[src/rtl/pipe_hazard_unit.sv]
// Hazard/forwarding controller: tracks in-flight destination registers per stage,
// stalls ID on load-use hazards and produces registered EX operand forward selects.
module pipe_hazard_unit #(
  parameter int REG_AW   = 5,
  parameter int STAGES   = 3,
  parameter int LOAD_LAT = 2,
  parameter int ZERO_REG = 31,
  parameter int CNT_W    = 16,
  localparam int FW_W    = $clog2(STAGES + 1)
) (
  input  logic              clk,
  input  logic              rst,
  input  logic              id_valid,
  input  logic [REG_AW-1:0] id_ra,
  input  logic              id_ra_en,
  input  logic [REG_AW-1:0] id_rb,
  input  logic              id_rb_en,
  input  logic [REG_AW-1:0] id_rd,
  input  logic              id_wr,
  input  logic              id_load,
  input  logic              flush,
  output logic              stall,
  output logic [FW_W-1:0]   fwd_a,
  output logic [FW_W-1:0]   fwd_b,
  output logic [CNT_W-1:0]  stall_cnt
);

  localparam logic [REG_AW-1:0] ZR = REG_AW'(ZERO_REG);

  logic [STAGES:1]   slot_valid;
  logic [STAGES:1]   slot_load;
  logic [REG_AW-1:0] slot_rd [1:STAGES];

  logic            hit_a, hit_b, ld_a, ld_b, haz_a, haz_b, advance;
  logic [FW_W-1:0] sel_a, sel_b, code_a, code_b;

  // Scan oldest to youngest so the youngest (lowest slot) match overwrites.
  always_comb begin
    hit_a = 1'b0;
    hit_b = 1'b0;
    ld_a  = 1'b0;
    ld_b  = 1'b0;
    sel_a = '0;
    sel_b = '0;
    for (int k = STAGES; k >= 1; k--) begin
      if (id_ra_en && id_ra != ZR && slot_valid[k] && slot_rd[k] == id_ra) begin
        hit_a = 1'b1;
        ld_a  = slot_load[k];
        sel_a = FW_W'(k);
      end
      if (id_rb_en && id_rb != ZR && slot_valid[k] && slot_rd[k] == id_rb) begin
        hit_b = 1'b1;
        ld_b  = slot_load[k];
        sel_b = FW_W'(k);
      end
    end
  end

  // Code k selects the slot-k pipeline register once the consumer sits in EX;
  // the oldest slot is covered by the regfile write-through, so it reads as 0.
  always_comb begin
    haz_a   = hit_a && ld_a && (sel_a < FW_W'(LOAD_LAT));
    haz_b   = hit_b && ld_b && (sel_b < FW_W'(LOAD_LAT));
    stall   = id_valid && !flush && (haz_a || haz_b);
    advance = id_valid && !flush && !stall;
    code_a  = (hit_a && sel_a != FW_W'(STAGES)) ? sel_a : '0;
    code_b  = (hit_b && sel_b != FW_W'(STAGES)) ? sel_b : '0;
  end

  always_ff @(posedge clk) begin
    if (!rst) begin
      slot_valid <= '0;
      slot_load  <= '0;
      for (int k = 1; k <= STAGES; k++) slot_rd[k] <= '0;
      fwd_a      <= '0;
      fwd_b      <= '0;
      stall_cnt  <= '0;
    end else begin
      for (int k = 2; k <= STAGES; k++) begin
        slot_valid[k] <= slot_valid[k-1];
        slot_load[k]  <= slot_load[k-1];
        slot_rd[k]    <= slot_rd[k-1];
      end
      slot_valid[1] <= advance && id_wr && id_rd != ZR;
      slot_load[1]  <= advance && id_load;
      slot_rd[1]    <= id_rd;
      fwd_a         <= advance ? code_a : '0;
      fwd_b         <= advance ? code_b : '0;
      if (stall && stall_cnt != '1) stall_cnt <= stall_cnt + 1'b1;
    end
  end

endmodule

[config.mk]
export PLATFORM = sky130hd
export DESIGN_NAME = pipe_hazard_unit
export DESIGN_NICKNAME = d
export VERILOG_FILES = /design/src/rtl/pipe_hazard_unit.sv
export SDC_FILE = /design/constraint.sdc
export NUM_CORES = 1
export LEC_CHECK = 0
export CAP_MARGIN = 20
export CORE_MARGIN = 1.5
export CORE_UTILIZATION = 42
export CTS_CLUSTER_SIZE = 20
export DETAILED_ROUTE_END_ITERATION = 10
export GPL_ROUTABILITY_DRIVEN = 0
export HOLD_SLACK_MARGIN = 0.1
export MAX_ROUTING_LAYER = met4
export PLACE_DENSITY_LB_ADDON = 0.05
export SYNTH_ARGS = -nofsm -noshare
export SYNTH_HDL_FRONTEND = slang
export SYNTH_SLANG_ARGS = --single-unit
[constraint.sdc]
create_clock -name clk -period 1.65 [get_ports clk]
set_clock_uncertainty 0.05 [all_clocks]
set_input_delay 0.33 -clock clk [delete_from_list [all_inputs] [get_ports clk]]
set_output_delay 0.33 -clock clk [all_outputs]
set_load 0.05 [all_outputs]
* Yosys cells after proc, flatten, opt, wreduce, memory -nomap -nowiden *
Memory sizes are Yosys's and may differ from the RTL's.
Cells that the tools add are included.

word-level totals
  output and inout port bits = 21
  bits of input ports = 23
  flip-flop bits (word level) = 26
  bits in latches = 0
  word-level logic and storage cells = 79
  memory bits (read-only) = 0
  memories kept = 1
  memory bits (writable) = 15

cells by class
  bitwise gates (word level) = 3
  $mul = 0
  div/mod/pow operators = 0
  muxes and demuxes = 23
  order comparisons = 2
  $add $sub $neg = 1
  reductions and logical operators = 32
  shifts and indexed selects = 0
  equal/unequal tests = 12

memories
  memory   depth  bits a word  rd ports  clocked after Yosys merged registers in  write ports  RTL line  RTL
  slot_rd  3      5            3         0                                        3            32        logic [REG_AW-1:0] slot_rd [1:STAGES];

operators by type and width
  cell                   number
  $eq 5x5->1             6
  $logic_and 1x1->1      27
  $add 16x1->16 const B  1
  $ne 16x16->1 const B   1
  $mux 5                 3
  $ne 5x5->1 const B     3
  $mux 1                 14
  $mux 2                 6
  $reduce_and 3->1       2
  $lt 2x2->1 const B     2
  $ne 2x2->1 const B     2
  $or 1x1->1             3
  $logic_not 1->1        2
  $logic_or 1x1->1       1

* Depth between registers and ports, before layout *
  depth in word-level cells = 15
  mapped depth = 8
  gate-level depth less buffers = 7

* Worst setup path after synthesis *
No wires, ideal clock.

  path type = flip-flop to flip-flop
  start point = register stall_cnt[3]
  end point = register stall_cnt[5]
  data required time = 1485 ps
  period minus slack after synthesis = 2193 ps
  setup time = 115 ps
  slack = -543 ps
  buffers on the path = 2
  data arrival time = 2028 ps
  cell stages (with the launch flop) = 9
  cell sequence = dfxtp_1 nand4_1 or2_1 buf_6 o31a_1 o21ai_4 buf_6 nor4_1 o21a_1

between the ends
  longest elaborated chain between the ends = 2
  elaborated cells between the ends (all ways) = 3
  classes of those cells = 1 x add/sub; 1 x eq/ne; 1 x reduce/logical

ends and longest elaborated chain
  what                                                                   RTL line  RTL
  start, declared                                                        25        output logic [CNT_W-1:0] stall_cnt
  start signal, assigned                                                 89        if (stall && stall_cnt != '1) stall_cnt <= stall_cnt + 1'b1;
  parallel branches: the longest is 2 deep, another holds $add 16x1->16  n/a

Several ways; the timed one is not identified.
A chain may end at the register's enable or synchronous reset.

* Worst setup path in the final report *
  start point = input port id_ra[2]
  end point = output port stall

between the ends
  longest elaborated chain between the ends = 11
  elaborated cells between the ends (all ways) = 25
  classes of those cells = 1 x order compare; 4 x eq/ne; 9 x mux; 11 x reduce/logical

ends and longest elaborated chain
  what                                                    RTL line  RTL
  start, declared                                         14        input logic [REG_AW-1:0] id_ra,
  $ne 5x5->1                                              46        if (id_ra_en && id_ra != ZR && slot_valid[k] && slot_rd[k] == id_ra) begin
  $logic_and 1x1->1 (3 in a row)                          46
  $mux 2 / $mux 1 (equally long branches) (3 in a row)    46
  $lt 2x2->1 / $logic_and 1x1->1 (equally long branches)  62        haz_a = hit_a && ld_a && (sel_a < FW_W'(LOAD_LAT));
  $logic_and 1x1->1 *                                     62
  $logic_or 1x1->1 *                                      64        stall = id_valid && !flush && (haz_a || haz_b);
  $logic_and 1x1->1 *                                     64
  end, declared                                           22        output logic stall,

Mark *: on every way between the ends. The rest lies on a longest branch, timed or not.

==> results <==
worst max path at each step:
stage / from / end / cells past startpoint
after global routing: id_ra[0] / stall / 7
after detailed placement: id_rb[2] / stall_cnt[11]$_SDFFE_PN0P_ / 7
after floorplan: stall_cnt[6]$_SDFFE_PN0P_ / stall_cnt[5]$_SDFFE_PN0P_ / 8
final: id_ra[2] / stall / 7
after CTS: slot_rd[0][7]$_SDFF_PN0_ / stall / 6
after global placement: id_rb[2] / stall_cnt[9]$_SDFFE_PN0P_ / 7
registers in the layout (all words and copies together) (netlist names):
name	cells
fwd_a	2
fwd_b	2
slot_rd	10
slot_load	1
stall_cnt	16
slot_valid	2
synthesized netlist by cell type:
cell type	count
o31a_1	1
and3b_1	1
dfxtp_1	33
o211ai_2	1
mux2i_1	2
or2_2	1
nor4_1	6
o21ai_4	1
nand3b_1	1
nand2_1	13
a21boi_0	1
nand2b_1	2
o21a_1	6
nor3_1	4
o21ai_0	8
and4_1	2
ha_1	1
and3_1	2
inv_1	3
a21oi_1	9
nor3_2	1
nor3_4	1
buf_2	1
or3_2	3
buf_6	2
clkinv_1	1
or2_1	1
o31a_2	2
xor2_1	4
xnor2_1	17
nor2_1	2
and2_1	14
nand4_1	6
or4_1	3
nand3_1	10
or3_1	4
clkbuf_1	3
o31ai_1	3
report_power, final:
group / switching, mW / total, mW / internal [mW] / leakage [nW]
Sequential: 0.0165 / 0.807 / 0.791 / 0.281
Combinational: 0.0776 / 0.192 / 0.114 / 0.815
Clock: 0.299 / 0.591 / 0.292 / 0.0450
what timing repair did:
action	CTS	global route
pin swaps	9	24
buffers inserted	10	3
setup endpoints to repair	23	22
gates cloned	1	0
gates resized for setup	21	40
kinds of logic after synthesis:
| logic type | Yosys count | synth area share, % |
|---|---|---|
| compound gates | 32 | 13.6 |
| simple gates | 77 | 28.5 |
| mux | 2 | 1.25 |
| fa+ha+maj | 1 | 0.779 |
| flops | 33 | 41.2 |
| buf+inv | 10 | 3.35 |
| xor+xnor | 21 | 11.5 |
layout make-up:
class | count | share of cell area [%]
flip-flops and latches | 33 | 24.9
multi-input cells | 134 | 38.7
repair buffers | 91 | 30.9
clock buffers | 6 | 2.51
inverters | 4 | 0.519
clock inverters | 2 | 0.346
well taps | 48 | 2.08
metal layers:
layer  vias to the layer above  GRT usage (%)  wire length [um]
met1                       818           26.4              1970
li1                        816              -                 -
met5                         -              -                 0
met4                         0           9.57               104
met2                        68           38.0              2440
met3                        10           4.17               314
through the flow:
stage / area, um2 / total power, mW / cells / util, %
final: 2890 / 1.59 / 318 / 78.9
after global routing: 2890 / 1.66 / 318 / 78.9
after CTS: 2710 / 1.59 / 317 / 74.0
after detailed placement: 2530 / 1.00 / 298 / 69.0
after global placement: 2530 / 1.00 / 298 / 69.0
after floorplan: 1710 / 0.898 / 176 / -
critical path, stage by stage:
cell           delay, ps
dlygate4sd2_1        300
xnor2_2              160
nand4_1              190
or3_4                430
nand2_2               70
and2_4               140
buf_12               130
==> impl_results.md <==
* Worst Hold Path EP: slot_rd[0][10]$_SDFF_PN0_
* Sequential area share after synthesis at 41.2%
* Critical R2R Capture: stall_cnt[14]$_SDFFE_PN0P_
* Area Growth Syn to Fin at 80.0%
* Most frequent cells in the layout: buf_4, dfxtp_4, dfxtp_1
* Initial Util at 43.8%
* Setup violations, final at 22
* Hold depth at 1
* Seq cells post-synth at 33
* Biggest area consumer among synthesized cells: dfxtp_1
* CTS Buf Count at 5
* Critical Path AT at 1750 ps
* Hold_sp: slot_rd[0][5]$_SDFF_PN0_
* First-pass GRT wire length at 7090 um
* DP HPWL at 3220 um
* FF+latch area at 721 um2
* Commonest non-fill, non-tap cell in the layout: buf_4
* Die X at 64.8 um
* R2R cell count at 7
* Setup TNS at -5540 ps
* RSZ-0062 raised after global routing: yes
* Max-slew headroom at 70.8%
* IO Pins at 44
* Crit Path Max Fanout at 3
* Synth cell types at 38
* CTS Sinks at 33
* Post-CTS Hold Buffers at 0
* Status: complete, but fails checks
* Max frequency at 470 MHz
* Slew @ Worst Pin at 437 ps
* Die Ht at 64.8 um
* Ant diodes at 0
* Vias in the first global route at 1598
* Post-Synthesis Cells at 176
* Multi-input logic area at 1120 um2
* Layout cells sized above 1 at 51.1%
* Antenna Nets Post-Route at 0
* Grt ovf at 0
* Final Cycle Share at 129%
* Max-cap violations at 0
* Setup WS pre-CTS at -804 ps
* Syn avg cell area at 9.12 um2
* Power per cell area at 550 nW/um2
* DR iter-0 viols at 81
* Die area at 4200 um2
* Fin crit period at 2130 ps
* Yosys Warn Count at 0
* Final WS setup at -476 ps
* Nets at 293
* Root Driver: clkbuf_8
* P_leak at 1.14 nW
* CTS H-Tree Depth at 2
* Final Hold Viols at 0
* Std-Cell Rows at 22
* Synth area leaders: dfxtp_1, xnor2_1, and2_1
* Element type at the critical path end: output pin
* Largest net degree at the start of global routing at 23
* R2R Path Start: slot_rd[0][6]$_SDFF_PN0_
* Syn Nets at 200
* Filler instances at 242
* Synthesized area at 1610 um2
* Setup slack, reg-to-reg at -360 ps
* Clock buffer depth at 2
* Worst vdd ir at 0.371 mV
* Min-delay worst type: flop to flop
* Worst hold slack at 445 ps
* Crit start category: input pin
* Pre-antenna DRT Iters at 4
* Post-synth top area share at 41.2%
* Total vias in the final route at 1712
* Crit path kind: input pin to output pin
* Failing checks: setup timing
* Total track usage at 22.6%
* Worst-path clk slew at 70 ps
* CTS tree: done
* Required @ worst endpoint at 1270 ps
* Clock latency on the worst-skew pair at 290 ps
* DRC Markers at 0
* Post-Route WL at 4830 um
* Number of I/O port buffers at 43
* Count of final max-slew check failures at 0
* Initial antenna violation count at 0
* Core area at 3660 um2
* Vias per inst at 5.38
* Drt wl/cell at 15.2 um
No activity file was read; power rests on OpenSTA's default activity.
